--- src/rtl/alu_seq_if.sv ---
// Issue/writeback handshake bundle for alu_seq_core: operands and op in, result and flags out.
// master = issue/writeback side, slave = ALU side.
interface alu_seq_if #(
  parameter int unsigned WIDTH = 8
);
  logic               in_valid;
  logic               in_ready;
  logic [2:0]         op;
  logic               mode_signed;
  logic [WIDTH-1:0]   value1;
  logic [WIDTH-1:0]   value2;
  logic               out_valid;
  logic               out_ready;
  logic [2*WIDTH-1:0] result;
  logic               c_out;
  logic               overflow;
  logic               zero;
  logic               div_by_zero;

  modport master (
    output in_valid, op, mode_signed, value1, value2, out_ready,
    input  in_ready, out_valid, result, c_out, overflow, zero, div_by_zero
  );

  modport slave (
    input  in_valid, op, mode_signed, value1, value2, out_ready,
    output in_ready, out_valid, result, c_out, overflow, zero, div_by_zero
  );
endinterface

--- src/rtl/alu_seq_core.sv ---
// Handshaked sequential ALU: add/sub/shift in one cycle, iterative shift-add MUL and restoring DIV.
// Define ALU_FAST_MUL_EN to make MUL combinational and complete in one cycle.
module alu_seq_core #(
  parameter int unsigned WIDTH = 8
) (
  input logic      clock,
  input logic      reset_n,
  alu_seq_if.slave bus
);
  localparam int unsigned SHW = $clog2(WIDTH);
  localparam int unsigned CW  = $clog2(WIDTH + 1);
  localparam logic [2:0] OpAdd = 3'd0;
  localparam logic [2:0] OpSub = 3'd1;
  localparam logic [2:0] OpMul = 3'd2;
  localparam logic [2:0] OpDiv = 3'd3;
  localparam logic [2:0] OpShl = 3'd4;
  localparam logic [2:0] OpShr = 3'd5;
`ifdef ALU_FAST_MUL_EN
  localparam bit FastMul = 1'b1;
`else
  localparam bit FastMul = 1'b0;
`endif

  typedef enum logic [2:0] {StIdle, StExec, StMulIt, StDivIt, StDone} state_e;

  state_e             r_state;
  logic               r_in_ready, r_out_valid;
  logic [2*WIDTH-1:0] r_result;
  logic               r_c_out, r_overflow, r_zero, r_dbz;
  logic [WIDTH-1:0]   r_a, r_b;
  logic [2:0]         r_op;
  logic               r_sgn, r_qneg, r_rneg;
  logic [CW-1:0]      r_cnt;
  // r_x: magnitude of B (multiplicand / divisor); r_y: magnitude of A (multiplier / quotient)
  logic [2*WIDTH-1:0] r_acc, r_x;
  logic [WIDTH-1:0]   r_y;

  logic             w_a_neg, w_b_neg;
  logic [WIDTH-1:0] w_a_mag, w_b_mag;
  assign w_a_neg = bus.mode_signed & bus.value1[WIDTH-1];
  assign w_b_neg = bus.mode_signed & bus.value2[WIDTH-1];
  assign w_a_mag = w_a_neg ? -bus.value1 : bus.value1;
  assign w_b_mag = w_b_neg ? -bus.value2 : bus.value2;

  logic [2*WIDTH-1:0] w_mul_mag, w_prod;
  logic               w_mul_ov;
`ifdef ALU_FAST_MUL_EN
  assign w_mul_mag = r_x * {{WIDTH{1'b0}}, r_y};
`else
  assign w_mul_mag = r_acc;
`endif
  assign w_prod   = r_qneg ? -w_mul_mag : w_mul_mag;
  assign w_mul_ov = r_sgn ? (w_prod[2*WIDTH-1:WIDTH] != {WIDTH{w_prod[WIDTH-1]}})
                          : (w_prod[2*WIDTH-1:WIDTH] != '0);

  logic [WIDTH:0]   w_rem_sh, w_rem_try;
  logic             w_q_bit, w_div_ov;
  logic [WIDTH-1:0] w_quo, w_rem;
  assign w_rem_sh  = {r_acc[WIDTH-1:0], r_y[WIDTH-1]};
  assign w_rem_try = w_rem_sh - {1'b0, r_x[WIDTH-1:0]};
  assign w_q_bit   = (w_rem_sh >= {1'b0, r_x[WIDTH-1:0]});
  assign w_quo     = r_qneg ? -r_y : r_y;
  assign w_rem     = r_rneg ? -r_acc[WIDTH-1:0] : r_acc[WIDTH-1:0];
  assign w_div_ov  = r_sgn & (r_a == {1'b1, {(WIDTH-1){1'b0}}}) & (&r_b);

  logic [WIDTH:0]        w_sum, w_diff, w_shl, w_shr_l;
  logic signed [WIDTH:0] w_shr_a;
  logic [SHW-1:0]        w_amt;
  logic [2*WIDTH-1:0]    w_ex_res;
  logic                  w_ex_c, w_ex_ov, w_ex_z, w_ex_dbz;

  // Shifts carry one guard bit so the last bit shifted out lands in it.
  assign w_amt   = r_b[SHW-1:0];
  assign w_sum   = {1'b0, r_a} + {1'b0, r_b};
  assign w_diff  = {1'b0, r_a} - {1'b0, r_b};
  assign w_shl   = {1'b0, r_a} << w_amt;
  assign w_shr_l = {r_a, 1'b0} >> w_amt;
  assign w_shr_a = $signed({r_a, 1'b0}) >>> w_amt;

  always_comb begin
    w_ex_res = '0;
    w_ex_c   = 1'b0;
    w_ex_ov  = 1'b0;
    w_ex_dbz = 1'b0;
    case (r_op)
      OpAdd: begin
        w_ex_res[WIDTH-1:0] = w_sum[WIDTH-1:0];
        w_ex_c  = w_sum[WIDTH];
        w_ex_ov = r_sgn ? ((r_a[WIDTH-1] == r_b[WIDTH-1]) && (w_sum[WIDTH-1] != r_a[WIDTH-1]))
                        : w_sum[WIDTH];
      end
      OpSub: begin
        w_ex_res[WIDTH-1:0] = w_diff[WIDTH-1:0];
        w_ex_c  = w_diff[WIDTH];
        w_ex_ov = r_sgn ? ((r_a[WIDTH-1] != r_b[WIDTH-1]) && (w_diff[WIDTH-1] != r_a[WIDTH-1]))
                        : w_diff[WIDTH];
      end
      OpMul: begin
        w_ex_res = w_prod;
        w_ex_ov  = w_mul_ov;
      end
      OpDiv: begin
        w_ex_res = {r_a, {WIDTH{1'b1}}};
        w_ex_dbz = 1'b1;
      end
      OpShl: begin
        w_ex_res[WIDTH-1:0] = w_shl[WIDTH-1:0];
        w_ex_c = w_shl[WIDTH];
      end
      OpShr: begin
        w_ex_res[WIDTH-1:0] = r_sgn ? w_shr_a[WIDTH:1] : w_shr_l[WIDTH:1];
        w_ex_c = r_sgn ? w_shr_a[0] : w_shr_l[0];
      end
      default: ;
    endcase
    w_ex_z = (r_op == OpMul) ? (w_prod == '0) : (w_ex_res[WIDTH-1:0] == '0);
  end

  always_ff @(posedge clock) begin
    if (!reset_n) begin
      r_state     <= StIdle;
      r_in_ready  <= 1'b1;
      r_out_valid <= 1'b0;
      r_result    <= '0;
      r_c_out     <= 1'b0;
      r_overflow  <= 1'b0;
      r_zero      <= 1'b0;
      r_dbz       <= 1'b0;
      r_a         <= '0;
      r_b         <= '0;
      r_op        <= '0;
      r_sgn       <= 1'b0;
      r_qneg      <= 1'b0;
      r_rneg      <= 1'b0;
      r_cnt       <= '0;
      r_acc       <= '0;
      r_x         <= '0;
      r_y         <= '0;
    end else begin
      unique case (r_state)
        StIdle: begin
          if (bus.in_valid) begin
            r_a        <= bus.value1;
            r_b        <= bus.value2;
            r_op       <= bus.op;
            r_sgn      <= bus.mode_signed;
            r_qneg     <= w_a_neg ^ w_b_neg;
            r_rneg     <= w_a_neg;
            r_cnt      <= '0;
            r_acc      <= '0;
            r_x        <= {{WIDTH{1'b0}}, w_b_mag};
            r_y        <= w_a_mag;
            r_in_ready <= 1'b0;
            if (bus.op == OpDiv && bus.value2 != '0) r_state <= StDivIt;
            else if (bus.op == OpMul && !FastMul)    r_state <= StMulIt;
            else                                     r_state <= StExec;
          end
        end
        StExec: begin
          r_result    <= w_ex_res;
          r_c_out     <= w_ex_c;
          r_overflow  <= w_ex_ov;
          r_zero      <= w_ex_z;
          r_dbz       <= w_ex_dbz;
          r_out_valid <= 1'b1;
          r_state     <= StDone;
        end
        StMulIt: begin
          if (r_cnt == CW'(WIDTH)) begin
            r_result    <= w_prod;
            r_c_out     <= 1'b0;
            r_overflow  <= w_mul_ov;
            r_zero      <= (w_prod == '0);
            r_dbz       <= 1'b0;
            r_out_valid <= 1'b1;
            r_state     <= StDone;
          end else begin
            if (r_y[0]) r_acc <= r_acc + r_x;
            r_x   <= r_x << 1;
            r_y   <= r_y >> 1;
            r_cnt <= r_cnt + CW'(1);
          end
        end
        StDivIt: begin
          if (r_cnt == CW'(WIDTH)) begin
            r_result    <= {w_rem, w_quo};
            r_c_out     <= 1'b0;
            r_overflow  <= w_div_ov;
            r_zero      <= (w_quo == '0);
            r_dbz       <= 1'b0;
            r_out_valid <= 1'b1;
            r_state     <= StDone;
          end else begin
            r_acc <= {{(WIDTH-1){1'b0}}, (w_q_bit ? w_rem_try : w_rem_sh)};
            r_y   <= {r_y[WIDTH-2:0], w_q_bit};
            r_cnt <= r_cnt + CW'(1);
          end
        end
        StDone: begin
          if (bus.out_ready) begin
            r_out_valid <= 1'b0;
            r_in_ready  <= 1'b1;
            r_state     <= StIdle;
          end
        end
        default: r_state <= StIdle;
      endcase
    end
  end

  assign bus.in_ready    = r_in_ready;
  assign bus.out_valid   = r_out_valid;
  assign bus.result      = r_result;
  assign bus.c_out       = r_c_out;
  assign bus.overflow    = r_overflow;
  assign bus.zero        = r_zero;
  assign bus.div_by_zero = r_dbz;
endmodule

--- src/flat_wrapper.sv ---
// flat-port wrapper written by rule: the top's interface ports become plain ports
module alu_seq_core_flat 
#(
  parameter int unsigned WIDTH = 8
)
  (clock, reset_n, bus_in_valid, bus_op, bus_mode_signed, bus_value1, bus_value2, bus_out_ready, bus_in_ready, bus_out_valid, bus_result, bus_c_out, bus_overflow, bus_zero, bus_div_by_zero);
  alu_seq_if #(.WIDTH(WIDTH)) bus_i ();
  input logic clock;
  input logic reset_n;
  input wire logic [$bits(bus_i.in_valid)-1:0] bus_in_valid;
  input wire logic [$bits(bus_i.op)-1:0] bus_op;
  input wire logic [$bits(bus_i.mode_signed)-1:0] bus_mode_signed;
  input wire logic [$bits(bus_i.value1)-1:0] bus_value1;
  input wire logic [$bits(bus_i.value2)-1:0] bus_value2;
  input wire logic [$bits(bus_i.out_ready)-1:0] bus_out_ready;
  output wire logic [$bits(bus_i.in_ready)-1:0] bus_in_ready;
  output wire logic [$bits(bus_i.out_valid)-1:0] bus_out_valid;
  output wire logic [$bits(bus_i.result)-1:0] bus_result;
  output wire logic [$bits(bus_i.c_out)-1:0] bus_c_out;
  output wire logic [$bits(bus_i.overflow)-1:0] bus_overflow;
  output wire logic [$bits(bus_i.zero)-1:0] bus_zero;
  output wire logic [$bits(bus_i.div_by_zero)-1:0] bus_div_by_zero;
  assign bus_i.in_valid = bus_in_valid;
  assign bus_i.op = bus_op;
  assign bus_i.mode_signed = bus_mode_signed;
  assign bus_i.value1 = bus_value1;
  assign bus_i.value2 = bus_value2;
  assign bus_i.out_ready = bus_out_ready;
  assign bus_in_ready = bus_i.in_ready;
  assign bus_out_valid = bus_i.out_valid;
  assign bus_result = bus_i.result;
  assign bus_c_out = bus_i.c_out;
  assign bus_overflow = bus_i.overflow;
  assign bus_zero = bus_i.zero;
  assign bus_div_by_zero = bus_i.div_by_zero;
  alu_seq_core #(.WIDTH(WIDTH)) u_core (.clock(clock), .reset_n(reset_n), .bus(bus_i));
endmodule
--- config.mk ---
export PLATFORM = sky130hd
export DESIGN_NAME = alu_seq_core_flat
export DESIGN_NICKNAME = d
export VERILOG_FILES = /design/src/rtl/alu_seq_if.sv /design/src/rtl/alu_seq_core.sv /design/src/flat_wrapper.sv
export SDC_FILE = /design/constraint.sdc
export NUM_CORES = 1
export LEC_CHECK = 0
export ABC_AREA = 1
export CORE_ASPECT_RATIO = 0.7
export CORE_UTILIZATION = 45
export CTS_BUF_LIST = sky130_fd_sc_hd__clkbuf_2 sky130_fd_sc_hd__clkbuf_4 sky130_fd_sc_hd__clkbuf_8
export CTS_CLUSTER_DIAMETER = 80
export DETAILED_ROUTE_END_ITERATION = 16
export SLEW_MARGIN = 0
export SYNTH_ARGS = -nofsm -noshare
export SYNTH_HDL_FRONTEND = slang
export SYNTH_SLANG_ARGS = --single-unit
--- constraint.sdc ---
create_clock -name clock -period 3 [get_ports clock]
set_input_delay 0.6 -clock clock [delete_from_list [all_inputs] [get_ports clock]]
set_output_delay 0.6 -clock clock [all_outputs]
set_load 0.005 [all_outputs]
== Word level (Yosys, flattened, before mapping) ==
Index checks and enable logic that the tools add are counted.

* Add/subtract/negate cells: 10
* Magnitude comparators: 1
* Equal/unequal tests: 27
* Shifts and indexed selects: 3
* Muxes and demuxes: 56
* Bitwise logic cells: 5
* Reduce and logical (&&, ||, !) cells: 29

{| class="wikitable"
|+ Operator list
! operator !! number
|-
| two-way mux 16 bit || 9
|-
| one-hot mux 16 bit (3 select lines) || 2
|-
| two-way mux 8 bit || 8
|-
| one-hot mux 8 bit (6 select lines) || 1
|-
| negation 8 bit || 4
|-
| one-hot mux 16 bit (2 select lines) || 1
|-
| one-hot mux 8 bit (3 select lines) || 1
|-
| == test 3 x 2 -> 1 bit, second input constant || 6
|-
| AND reduction 3 bit || 6
|-
| adder 16 bit || 1
|-
| logical NOT 16 bit || 1
|-
| logical NOT 8 bit || 2
|-
| negation 16 bit || 1
|-
| one-hot mux 8 bit (2 select lines) || 1
|-
| nonzero test 8 bit || 2
|-
| two-way mux 1 bit || 15
|-
| two-way mux 3 bit || 4
|-
| one-hot mux 1 bit (3 select lines) || 4
|-
| one-hot mux 3 bit (4 select lines) || 1
|-
| inequality test 2 bit, second input constant || 5
|-
| adder 8 x 8 -> 9 bit || 1
|-
| == test 3 bit, second input constant || 3
|-
| >= comparator 9 x 8 -> 1 bit || 1
|-
| two-way mux 9 bit || 1
|-
| 29 further kinds || 50
|}

* Register bits: 91
* Bits of input ports: 24
* Output and inout bits: 22

== Logic depth before layout (Yosys ltp) ==
Gate-level depths: netlist (run 1).

* Depth in word-level cells: 6
* Depth in mapped cells: 21

== Worst setup path before layout (run 1) ==
OpenSTA, ideal clock, no wires.

* Path kind: register to register
* From: register u_core.r_b[1]
* To: register u_core.r_zero, in the netlist u_core.bus.zero
* Setup time: 0.070 ns
* Data arrival time: 2.285 ns
* Required time: 2.930 ns
* Setup slack: 0.645 ns
* Stages on the path, launching flop included: 17
* Path buffers: 2
* Period minus slack after synthesis: 2.355 ns
* Cells stage by stage: dfxtp_1 buf_2 inv_1 buf_2 fa_1 or2_2 nand3_1 nand2_1 nor2_1 nand3_1 nor2_1 nand2_1 nor2_1 nand3_1 nand2_1 nand2_1 a21oi_1

* Cells in the longest elaborated chain, start to end: 6

{| class="wikitable"
|+ Ends and longest elaborated chain
! item !! line !! RTL
|-
| start, declared || alu_seq_core.sv:30 || <nowiki>logic [WIDTH-1:0] r_a, r_b;</nowiki>
|-
| start signal, assigned || alu_seq_core.sv:144 || <nowiki>r_b <= bus.value2;</nowiki>
|-
| branches (longest 2 deep; another with subtractor 8 x 8 -> 9 bit) || -- ||
|-
| one-hot mux 8 bit (6 select lines) * || alu_seq_core.sv:85 || <nowiki>case (r_op)</nowiki>
|-
| logical NOT 8 bit * || alu_seq_core.sv:116 || <nowiki>w_ex_z = (r_op == OpMul) ? (w_prod == '0) : (w_ex_res[WIDTH-1:0] == '0);</nowiki>
|-
| two-way mux 1 bit * || alu_seq_core.sv:116 ||
|-
| one-hot mux 1 bit (3 select lines) * || alu_seq_core.sv:140 || <nowiki>unique case (r_state)</nowiki>
|-
| end signal, assigned || alu_seq_core.sv:163 || <nowiki>r_zero <= w_ex_z;</nowiki>
|-
| end signal, assigned || alu_seq_core.sv:173 || <nowiki>r_zero <= (w_prod == '0);</nowiki>
|-
| end signal, assigned || alu_seq_core.sv:189 || <nowiki>r_zero <= (w_quo == '0);</nowiki>
|-
| end, declared || alu_seq_core.sv:29 || <nowiki>logic r_c_out, r_overflow, r_zero, r_dbz;</nowiki>
|}

Mark *: on every way between the ends.
A chain may end at the register's enable or synchronous reset.

== Final worst setup path (run 1) ==
* From: register u_core.r_acc[0]
* To: register u_core.r_zero, in the netlist u_core.bus.zero

* Cells in the longest elaborated chain, start to end: 6

{| class="wikitable"
|+ Ends and longest elaborated chain
! item !! line !! RTL
|-
| start, declared || alu_seq_core.sv:35 || <nowiki>logic [2*WIDTH-1:0] r_acc, r_x;</nowiki>
|-
| start signal, assigned || alu_seq_core.sv:178 || <nowiki>if (r_y[0]) r_acc <= r_acc + r_x;</nowiki>
|-
| start signal, assigned || alu_seq_core.sv:194 || <nowiki>r_acc <= {{(WIDTH-1){1'b0}}, (w_q_bit ? w_rem_try : w_rem_sh)};</nowiki>
|-
| negation 16 bit || alu_seq_core.sv:52 || <nowiki>assign w_prod = r_qneg ? -w_mul_mag : w_mul_mag;</nowiki>
|-
| two-way mux 16 bit * || alu_seq_core.sv:52 ||
|-
| one-hot mux 8 bit (6 select lines) || alu_seq_core.sv:85 ||
|-
| logical NOT 8 bit || alu_seq_core.sv:116 ||
|-
| two-way mux 1 bit || alu_seq_core.sv:116 ||
|-
| one-hot mux 1 bit (3 select lines) * || alu_seq_core.sv:140 ||
|}

Every way passes the cells marked *; elsewhere a longest branch is shown, timed or not. The select of a mux whose other input is x is not followed.

==> results of run 1 <==
worst min-delay path, stage by stage, from the launching register on:
cell	delay, ns
dfxtp_1	0.33
nand2_1	0.06
nand2_1	0.04
cells by family (layout without fill, tap and decap cells):
| family | count (synthesis) | after routing |
|---|---|---|
| AO/OA/AOI/OAI | 307 | 307 |
| AND/OR/NAND/NOR | 594 | 594 |
| buffers and inverters | 193 | 235 |
| adder cells (fa/ha/maj) | 53 | 53 |
| flip-flops | 91 | 91 |
| XOR/XNOR | 17 | 17 |
metal layers:
layer	vias to the layer above	share of wire [%]	wire length (um)	global-route usage, %
met2	370	37	9910	40.0
met4	0	0.93	250	4.87
met5	-	0	0	0
met1	3910	52	13800	50.5
met3	27	10	2780	8.06
li1	4304	-	-	-
flip-flops by register name, summed over array words and instances, names as in the netlist, 3 cells and up:
signal,flops
u_core.r_op,3
u_core.r_acc,16
u_core.r_x,16
u_core.r_state,3
u_core.r_cnt,4
u_core.r_b,8
u_core.r_y,8
u_core.bus.result,16
u_core.r_a,8
worst max-delay path by stage:
stage	startpoint	slack, ns	to
final	u_core.r_acc[0]	0.44	u_core.bus.zero
after global placement	u_core.r_acc[0]	0.53	u_core.bus.zero
after floorplan	u_core.r_b[1]	0.64	u_core.bus.zero
after detailed placement	u_core.r_acc[0]	0.51	u_core.bus.zero
after CTS	u_core.r_acc[0]	0.46	u_core.bus.zero
after global routing	u_core.r_acc[0]	0.20	u_core.bus.zero
power by group through the flow:
stage	sequential (mW)	clock (mW)	combinational (mW)
floorplan	1.66	0	2.72
global placement	1.75	0	3.82
detailed placement	1.75	0	3.80
CTS	1.72	0.912	3.82
global route	1.76	0.954	4.40
finish	1.74	0.904	3.91
final cells by class:
cell class	instances	area share, %
clock buffer	10	1.52
clock inverter	6	0.839
inverter	146	6.34
multi-input combinational	971	59.4
sequential	91	21.1
tap	225	3.25
timing repair buffer	73	7.64
layout by cell type, fill, tap and decap left out, types with 2 or more instances in the layout:
cell	count
nand3b_1	3
nand3_1	131
inv_6	2
nor2_2	2
a41oi_1	2
inv_1	142
nor2_1	112
o21bai_1	3
a21oi_1	124
fa_1	4
and2_1	4
nor2_4	2
a22oi_1	11
clkdlybuf4s50_1	45
nor4_1	2
buf_4	28
xnor2_1	5
nor3_1	15
clkbuf_8	9
nand4_1	17
inv_2	3
a211oi_1	2
or2_2	9
o21ai_0	105
a31oi_1	20
a221oi_1	9
ha_1	49
o22ai_1	3
o31ai_1	3
o221ai_1	4
clkinv_4	2
nand2_1	294
xor2_1	12
o211ai_1	16
dfxtp_1	91
metrics by stage:
| stage | hold slack [ns] | utilization (%) | cell area (sq um) |
|---|---|---|---|
| 2_1_floorplan | 0.443 | - | 7700 |
| 3_3_place_gp | 0.442 | 51.1 | 8450 |
| 3_5_place_dp | 0.438 | 51.1 | 8450 |
| 4_1_cts | 0.458 | 52.3 | 8650 |
| 5_1_grt | 0.484 | 52.3 | 8650 |
| 6_report | 0.454 | 52.3 | 8650 |
==> results.ini, run 1 <==
[clocking]
cts_root_buf=clkbuf_8
h-tree-depth=3
cts_hold_buf=0
insertion_delay_ns=0.39
clockBufferDepth=2
numCtsBuffers=9
cts.sinks=91
clk_pin_slew_worst_paths_ns=0.10
post_cts_resized=0
cts_setup_buffers=0
tritoncts=yes

[synth]
syn_avg_cell_area_sq_um=6.13
synthSimpleGateAreaFrac_pct=33.2
netlist_instances=1255
ys_top_cells_by_area=dfxtp_1 (24%), nand2_1 (14%), nand3_1 (8.5%), a21oi_1 (8.1%), ha_1 (8.0%)
synth.distinct_cells=41
synth_top_family_by_area=simple AND/OR/NAND/NOR gates
yosys.area.top_type=dfxtp_1
syn-cell-area_sq_um=7700
synth_adder_area_share_pct=9.01
netlist.area_leader.share_pct=23.7
synth_seq_cells=91
yosysSeqAreaShare_pct=23.7
muxShareOfSynthArea_pct=0
yosysMostFrequentCell=nand2_1
synth_xor_area_share_pct=1.93
synth_warnings=0
synth_edf_count=0
synth_ff_type=dfxtp_1
synth_common_cells=nand2_1 (294), inv_1 (142), nand3_1 (131), a21oi_1 (124), nor2_1 (112)
synth_compound_area_share_pct=22.5
syn_nets=1332
async_reset_ff_share_pct=0

[sta]
rsz0062_at_grt=no
slew_violations=0
tns_ns=0
finalHoldViolCount=0
fin_ws_ns=0.443
fin_skew_ns=0.0184
setup_violations=0
period_share_pct=85.2
finalCriticalPeriod_ns=2.56
relSlewSlack_pct=41.0
fmax_ghz=0.391
tightestPinTransition_ns=0.884

[route]
post_drt_wl_per_cell_um=17.6
vias=8611
routed_via_density=5.66
first_iter_violations=927
drtPass1Iterations=6
wirelength_um=26700
drc=0
final_antenna_net_count=0

[critical_path]
crit_fanout=9
crit_chain=inv_1 -> ha_1 -> o21ai_0 -> nor2_1 -> a21oi_1 -> nand4_1 -> nor2_1 -> nand2_1 -> nor2_1 -> nand3_1 -> nand2_1 -> nand2_1 -> a21oi_1
critPathArrivalTime_ns=2.88
required_ns=3.32
cp.depth=13
cpLargestDelayFamily=simple AND/OR/NAND/NOR gates
reg2reg_depth=13
startpoint_type=flip-flop
crit_path_max_incr_delay_ns=0.60
crit_type=flip-flop to flip-flop
cpMaxStageDelayCell=dfxtp_1
endpoint_kind=flip-flop
reg2reg_to=u_core.bus.zero
cp_num_buf_inv=1
reg2reg_setup_slack_ns=0.44
r2r-start=u_core.r_acc[0]

[finish]
final_net_count=1369
fillers=1742
n_antenna_cell=0
multi_input_area_sq_um=5130
drive_above_1_share_pct=4.93
fin_cells=1522
seq_area_sq_um=1820
syn2layout_area_growth_pct=12.4

[placed_design]
place_inst=1506
dp_hpwl_um=21000
place.gp.congestion=1.01
port_buffers=45
pre_cts_ws_ns=0.508

[power]
p_total_mw=6.55
combPwrFrac_pct=59.7
p_seq_share_pct=26.5
p_int_mw=3.16
p_per_area_nw_per_um2=758
netSwitchingPower_mw=3.40
irDropWorstVdd_v=0.000349
leakagePower_nw=3.97
p_sw_share_pct=51.9
pwr-share-clk_pct=13.8

[global_routing]
grt_antenna_before_repair=0
overflow=0
grt_first_pass_wirelength_um=42200
grt_usage_pct=31.1
grt_max_degree=55
first_global_vias=7632

[floorplan]
fp.dieH_um=111
die_area_sq_um=17600
coreArea_sq_um=16500
start_util_pct=46.5
io_pins=46
die_w_um=158
rows=39

[flow_run]
maxCapViolations=0

[hold_path]
holdPathStages=2
hold_end=u_core.bus.in_ready
hp-start=u_core.bus.in_ready
hold_path.class=flip-flop to flip-flop

[status]
status=finished clean

No activity file was read; power rests on OpenSTA's default activity.
==> run 2: changes to the inputs <==
- SKIP_CTS_REPAIR_TIMING: unset -> 1
==> results of run 2 <==
No change in the layout: final DEF, timing and power equal those of run 1.
==> run 3: changes to the inputs <==
- CTS_BUF_LIST: sky130_fd_sc_hd__clkbuf_2 sky130_fd_sc_hd__clkbuf_4 sky130_fd_sc_hd__clkbuf_8 -> sky130_fd_sc_hd__clkbuf_16
- GPL_TIMING_DRIVEN: unset -> 1
==> results.ini, run 3 (same netlist as run 1, synthesis figures left out) <==
[status]
status=finished clean

[sta]
rsz0062_at_grt=no
finalCriticalPeriod_ns=2.55
slew_violations=0
period_share_pct=85.2
finalHoldViolCount=0
whs_ns=0.449
setup_violations=0
tns_ns=0
tightestPinTransition_ns=0.878
fmax_ghz=0.391
relSlewSlack_pct=41.4
fin_skew_ns=0.0115

[power]
irDropWorstVdd_v=0.000350
leakagePower_nw=4.01
p_per_area_nw_per_um2=781

[critical_path]
reg2reg_to=u_core.bus.zero
endpoint_kind=flip-flop
startpoint_type=flip-flop
critPathArrivalTime_ns=2.84
required_ns=3.28
reg2reg_setup_slack_ns=0.45
crit_fanout=6
r2r-start=u_core.r_b[0]
startpoint=u_core.r_b[0]
reg2reg_depth=14
crit_type=flip-flop to flip-flop

[global_routing]
grt_usage_pct=31.2
grt_max_degree=55
first_global_vias=7658
grt_first_pass_wirelength_um=42300
overflow=0
grt_antenna_before_repair=0

[clocking]
clockBufferDepth=2
h-tree-depth=3
clk_pin_slew_worst_paths_ns=0.07
cts_root_buf=clkbuf_16
insertion_delay_ns=0.36
numCtsBuffers=9
cts.sinks=91
tritoncts=yes

[floorplan]
die_w_um=158
die_area_sq_um=17600
fp.dieH_um=111
start_util_pct=46.5
coreArea_sq_um=16500
rows=39
io_pins=46

[route]
post_drt_wl_per_cell_um=17.6
routed_via_density=5.68
drtPass1Iterations=6
vias=8650
first_iter_violations=1001
drc=0
final_antenna_net_count=0
wirelength_um=26800

[placed_design]
dpl_cell_area_sq_um=8450
place.gp.congestion=1.01
dp_hpwl_um=21000
port_buffers=45

[flow_run]
maxCapViolations=0

[finish]
post-route-util_pct=52.9
final_net_count=1369
layout_commonest_cell=nand2_1
syn2layout_area_growth_pct=13.6
final_cell_mix=nand2_1 (294), inv_1 (143), nand3_1 (131), a21oi_1 (124), nor2_1 (112)
n_antenna_cell=0
final_area_sq_um=8750
drive_above_1_share_pct=4.86

[hold_path]
hold_path.class=flip-flop to flip-flop
holdPathStages=2
hold_end=u_core.bus.in_ready
hp-start=u_core.bus.in_ready

==> run 3: power by group <==
group	total (mW)	switching, mW	internal [mW]
sequential	1.74	0.300	1.44
clock	1.18	0.529	0.653
combinational	3.91	2.60	1.32
==> run 3: per-layer routing <==
layer,wire (um),part of all wire (%),vias up,track usage [%]
met2,9980,37,404,40.3
met1,13600,51,3914,50.8
met5,0,0,-,0
li1,-,-,4314,-
met3,2930,11,18,7.55
met4,233,0.87,0,4.62
==> run 3: worst max-delay path by stage <==
| stage | to | slack (ns) | depth (start not counted) |
|---|---|---|---|
| after floorplan | u_core.bus.zero | 0.64 | 16 |
| after global placement | u_core.bus.zero | 0.53 | 13 |
| after detailed placement | u_core.bus.zero | 0.51 | 13 |
| after CTS | u_core.bus.zero | 0.47 | 13 |
| after global routing | u_core.bus.zero | 0.20 | 13 |
| final | u_core.bus.zero | 0.45 | 14 |
==> run 3: worst max-delay path, cell delays in order (launching register included) <==
cell and delay (ns):
dfxtp_1 0.47, ha_1 0.19, inv_1 0.04, fa_1 0.44, nand3_1 0.10, nand3_1 0.08, o21ai_0 0.43, nand3_1 0.17
nor2_1 0.12, nand2_1 0.06, nor2_1 0.09, nand3_1 0.07, nand2_1 0.07, nand2_1 0.05, a21oi_1 0.12
==> run 3: area by class of cell <==
| class | instances | area [sq um] |
|---|---|---|
| clock inverters | 7 | 76.3 |
| inverters | 146 | 548 |
| fillers | 1732 | 7790 |
| clock buffers | 9 | 225 |
| flip-flops and latches | 91 | 1820 |
| multi-input cells | 971 | 5130 |
| repair buffers | 73 | 661 |
| well taps | 225 | 282 |
==> run 3: stage by stage <==
step	total power [mW]	std cells	setup WS [ns]
floorplan	4.38	1255	0.645
global placement	5.57	1506	0.535
detailed placement	5.55	1506	0.508
CTS	6.74	1522	0.468
global route	7.40	1522	0.200
finish	6.83	1522	0.445
